==> src/rtl/cache_fill_fsm_pkg.sv <==
// cache_fill_fsm_pkg: fill state encoding and block geometry shared by the I-cache and D-cache controllers
package cache_fill_fsm_pkg;
  localparam int DEF_BLOCK_WORDS = 8;
  localparam int DEF_ADDR_W = 16;
  typedef enum logic {IDLE, FILL} fill_state_e;
  function automatic int cnt_w(input int words);
    return $clog2(words) + 1;
  endfunction
endpackage

==> src/rtl/fill_counter.sv <==
// fill_counter: enable/clear up-counter with asynchronous active-low reset
module fill_counter #(
  parameter int W = 4
) (
  input  logic         clk,
  input  logic         rst_n,
  input  logic         clr,
  input  logic         en,
  output logic [W-1:0] cnt
);
  always_ff @(posedge clk or negedge rst_n)
    if (!rst_n) cnt <= '0;
    else if (clr) cnt <= '0;
    else if (en) cnt <= cnt + W'(1);
endmodule

==> src/rtl/cache_fill_fsm.sv <==
// cache_fill_fsm: fetches one cache block from main memory after a miss and streams it into the data/tag arrays
module cache_fill_fsm
  import cache_fill_fsm_pkg::*;
#(
  parameter int BLOCK_WORDS = DEF_BLOCK_WORDS,
  parameter int ADDR_W = DEF_ADDR_W
) (
  input  logic              clk,
  input  logic              rst_n,
  input  logic              miss_detected,
  input  logic [ADDR_W-1:0] miss_address,
  input  logic [15:0]       memory_data,
  input  logic              memory_data_valid,
  output logic              fsm_busy,
  output logic              mem_en,
  output logic [ADDR_W-1:0] memory_address,
  output logic              write_data_array,
  output logic [ADDR_W-1:0] data_word_addr,
  output logic              write_tag_array
);
  localparam int CW = cnt_w(BLOCK_WORDS);
  localparam logic [CW-1:0] LAST = CW'(BLOCK_WORDS - 1);
  localparam logic [CW-1:0] FULL = CW'(BLOCK_WORDS);
  localparam logic [ADDR_W-1:0] BLK_MASK = ~ADDR_W'((1 << CW) - 1);
  fill_state_e state;
  logic [ADDR_W-1:0] base;
  logic [CW-1:0] req_cnt, rsp_cnt, req_idx;
  logic accept, req_go, rsp_go, last_rsp, unused_data;
  assign accept = (state == IDLE) && miss_detected;
  assign req_go = (state == FILL) && (req_cnt < FULL);
  assign rsp_go = (state == FILL) && memory_data_valid;
  assign last_rsp = rsp_go && (rsp_cnt == LAST);
  // memory data goes straight to the data array; the FSM only sequences it
  assign unused_data = ^memory_data;
  fill_counter #(.W(CW)) u_req_cnt (
    .clk   (clk),
    .rst_n (rst_n),
    .clr   (accept),
    .en    (req_go),
    .cnt   (req_cnt)
  );
  fill_counter #(.W(CW)) u_rsp_cnt (
    .clk   (clk),
    .rst_n (rst_n),
    .clr   (accept),
    .en    (rsp_go),
    .cnt   (rsp_cnt)
  );
  always_ff @(posedge clk or negedge rst_n)
    if (!rst_n) begin
      state <= IDLE;
      base  <= '0;
    end else if (accept) begin
      state <= FILL;
      base  <= miss_address & BLK_MASK;
    end else if (last_rsp) begin
      state <= IDLE;
    end
  // clamping at the last word keeps the final request address on the bus once issue is done
  assign req_idx = (req_cnt > LAST) ? LAST : req_cnt;
  assign fsm_busy = rst_n && ((state == FILL) || accept);
  assign mem_en = req_go;
  assign memory_address = base + ADDR_W'({req_idx, 1'b0});
  assign write_data_array = rsp_go;
  assign data_word_addr = base + ADDR_W'({rsp_cnt, 1'b0});
  assign write_tag_array = last_rsp;
endmodule

==> config.mk <==
export PLATFORM = sky130hd
export DESIGN_NAME = cache_fill_fsm
export DESIGN_NICKNAME = d
export VERILOG_FILES = /design/src/rtl/cache_fill_fsm_pkg.sv /design/src/rtl/fill_counter.sv /design/src/rtl/cache_fill_fsm.sv
export SDC_FILE = /design/constraint.sdc
export NUM_CORES = 1
export LEC_CHECK = 0
export CAP_MARGIN = 20
export CORE_MARGIN = 3
export CORE_UTILIZATION = 30
export CTS_BUF_LIST = sky130_fd_sc_hd__clkbuf_8
export DETAILED_ROUTE_END_ITERATION = 10
export HOLD_SLACK_MARGIN = 0.06
export PLACE_DENSITY = 0.67
export SLEW_MARGIN = 0
export SYNTH_ARGS = -nofsm -noshare
export SYNTH_HDL_FRONTEND = slang
export SYNTH_SLANG_ARGS = --single-unit
==> constraint.sdc <==
create_clock -name clk -period 1.5 [get_ports clk]
set_input_delay 0.15 -clock clk [delete_from_list [all_inputs] [get_ports clk]]
set_output_delay 0.15 -clock clk [all_outputs]
set_load 0.05 [all_outputs]
==> impl_metrics.ini <==
[clocking]
cts_tree = done
clock_latency_ns = 0.25
holdBufCountCts = 0
clock_sinks = 21
cts_inserted_buffers = 3
htree_num_levels = 1
ctsLongestPathBuffers = 2
path_clk_slew_ns = 0.07
clock_tree.root_cell = clkbuf_8

[pwr]
finalPower_uw = 6630
p_leak_uw = 0.00123
p_per_area_nw_per_um2 = 2460
peakVddDrop_mv = 0.953

[sta]
slew_viol_final = 0
skew_ns = 0.00103
min_period_ns = 1.84
rsz0062_at_grt = yes
clock.fmax_mhz = 544
hold_ws_ns = 0.261
finalHoldViolations = 0
fin_setup_tns_ns = -2.46
setup_viol = 10
post-route-period-util_pct = 123
setup_slack_ns = -0.338

[critical_path]
crit_path_end_kind = output port
arrival_ns = 1.69
cp_data_required_time_ns = 1.35
worstSetupPathType = reg -> out
crit_fanout = 4
rrSetupSlack_ns = 0.30
start_kind = flop

[yosys]
syn_inst = 159
yosys.area.top_type = dfrtp_1
synth_edf_count = 0
synthTopCellsByArea = dfrtp_1 39%, nand2_1 12%, xnor2_1 7.1%, xor2_1 7.1%, ha_1 5.6%
async_flop_share_pct = 100
synth_top_area_share_pct = 39.0
synth_area_per_cell_um2 = 8.48
ys_types = 28
ys_warn_count = 0
synth.yosys.seq_area_share_pct = 39.0
synthesis.area_um2 = 1350
synth-seq-cells = 21
ys.flop_type = dfrtp_1

[global_route]
grt_max_degree = 22
grtUsageTotal_pct = 15.1
grt_antenna_before_repair = 0
grt_pass1_wl_mm = 6.37
grt_pass1_vias = 1405
globalRoute.totalOverflow = 0

[detailed_routing]
routed_via_density = 4.75
vias = 1330
wl_met1_mm = 1.45
dr_wl_met2_mm = 2.08
postRouteAntennaNets = 0
dr.first_iter.drc_count = 46
wl_mm = 3.74
wl_met3_um = 194
dr.pass1.iters = 4
post-route-drc-count = 0
top_layer = met4
wl_per_cell_um = 13.4

[floorplanning]
num_io_pins = 72
dieArea_um2 = 5340
die_h_um = 73.1
die_x_um = 73.1
coreArea_um2 = 4170
initial_core_util_pct = 32.3
rows = 23

[placement]
gp_congestion = 0.772
io_buffers = 49
post-dp-hpwl_mm = 2.88
dpl_worst_slack_ns = -0.122

[final_layout]
fillers = 313
fin_nets = 273
seqCellArea_um2 = 529
final_common_cell = nand2_1
multiInputGateArea_um2 = 1030
postLayoutCoreUtil_pct = 64.6
final_cell_mix = 43 x nand2_1, 32 x buf_4, 27 x buf_12
syn2layout_area_growth_pct = 99.8
final_layout_size_suffix_gt1_share_pct = 44.8
num_antenna_cells = 0

[run_status]
status = finished with violations
violations = negative setup slack

[flow_run]
cap_violations = 0

[hold_path]
min_path_type = in -> async
cell type report:
class	count	share of cell area [%]
clock inverters	1	0.139
inverters	2	0.279
multi-input cells	122	38.3
flip-flops and latches	21	19.6
well taps	50	2.32
repair buffers	81	37.7
clock buffers	3	1.53
layer usage:
| metal | global-route usage (%) | vias up |
|---|---|---|
| met1 | 18.1 | 640 |
| met4 | 4.30 | 0 |
| met3 | 1.79 | 2 |
| met2 | 27.8 | 39 |
| met5 | 0 | - |
| li1 | - | 649 |
sequential cells by signal (all words and copies together) (netlist names):
register / cells
u_rsp_cnt.cnt: 4
state: 1
u_req_cnt.cnt: 4
base: 12
report_power, final:
part | total [uW] | internal, uW | switching [uW] | leakage (uW)
combinational | 5150 | 2390 | 2750 | 0.000952
sequential | 1130 | 836 | 294 | 0.000251
clock | 358 | 182 | 176 | 0.0000269
total | 6630 | 3410 | 3220 | 0.00123
cells in the mapped netlist, types with 3 or more instances:
cell and n:
nand3_1 8, buf_4 8, xnor2_1 11, nand4_1 6, nor2_1 11, xor2_1 11
nand2_1 44, or2_2 3, dfrtp_1 21, buf_2 7, ha_1 6, nor2b_1 3
final timing paths:
kind | cells past startpoint | endpoint | from
setup / recovery | 6 | data_word_addr[14] | base[4]
hold / removal | 2 | u_req_cnt.cnt[1] | rst_n
setup reg to reg | 4 | base[8] | state
hold reg to reg | 2 | base[11] | base[11]
max in group asynchronous | 2 | base[12] | rst_n
min in group clk | 3 | base[11] | miss_address[11]
critical path, cell delays in order (launching register included):
cell and delay (ns):
dfrtp_1 0.39, ha_4 0.18, ha_4 0.15, nand3_4 0.10, nor3_4 0.28, xor2_4 0.18, buf_12 0.15
kinds of logic (layout without fill, tap and decap cells):
family	after synthesis	count (layout)	share of synthesized area, %
simple gates	85	85	29.3
buf+inv	18	87	7.98
mux	2	2	1.58
other cells	1	3	0.278
xor+xnor	22	22	14.3
flops	21	21	39.0
compound gates	4	4	2.04
fa+ha+maj	6	6	5.57
what timing repair did:
action | 4_1_cts | 5_1_grt
setup endpoints to repair | 11 | 13
pin swaps | 12 | 10
buffers inserted | 8 | 3
resized for setup | 15 | 8
metrics by stage:
step / instance area, um^2 / instances
after detailed placement: 2460 / 267
after floorplan: 1610 / 161
after CTS: 2650 / 278
final: 2700 / 280
after global placement: 2460 / 267
after global routing: 2700 / 280
Power figures use the tool's default switching activity.
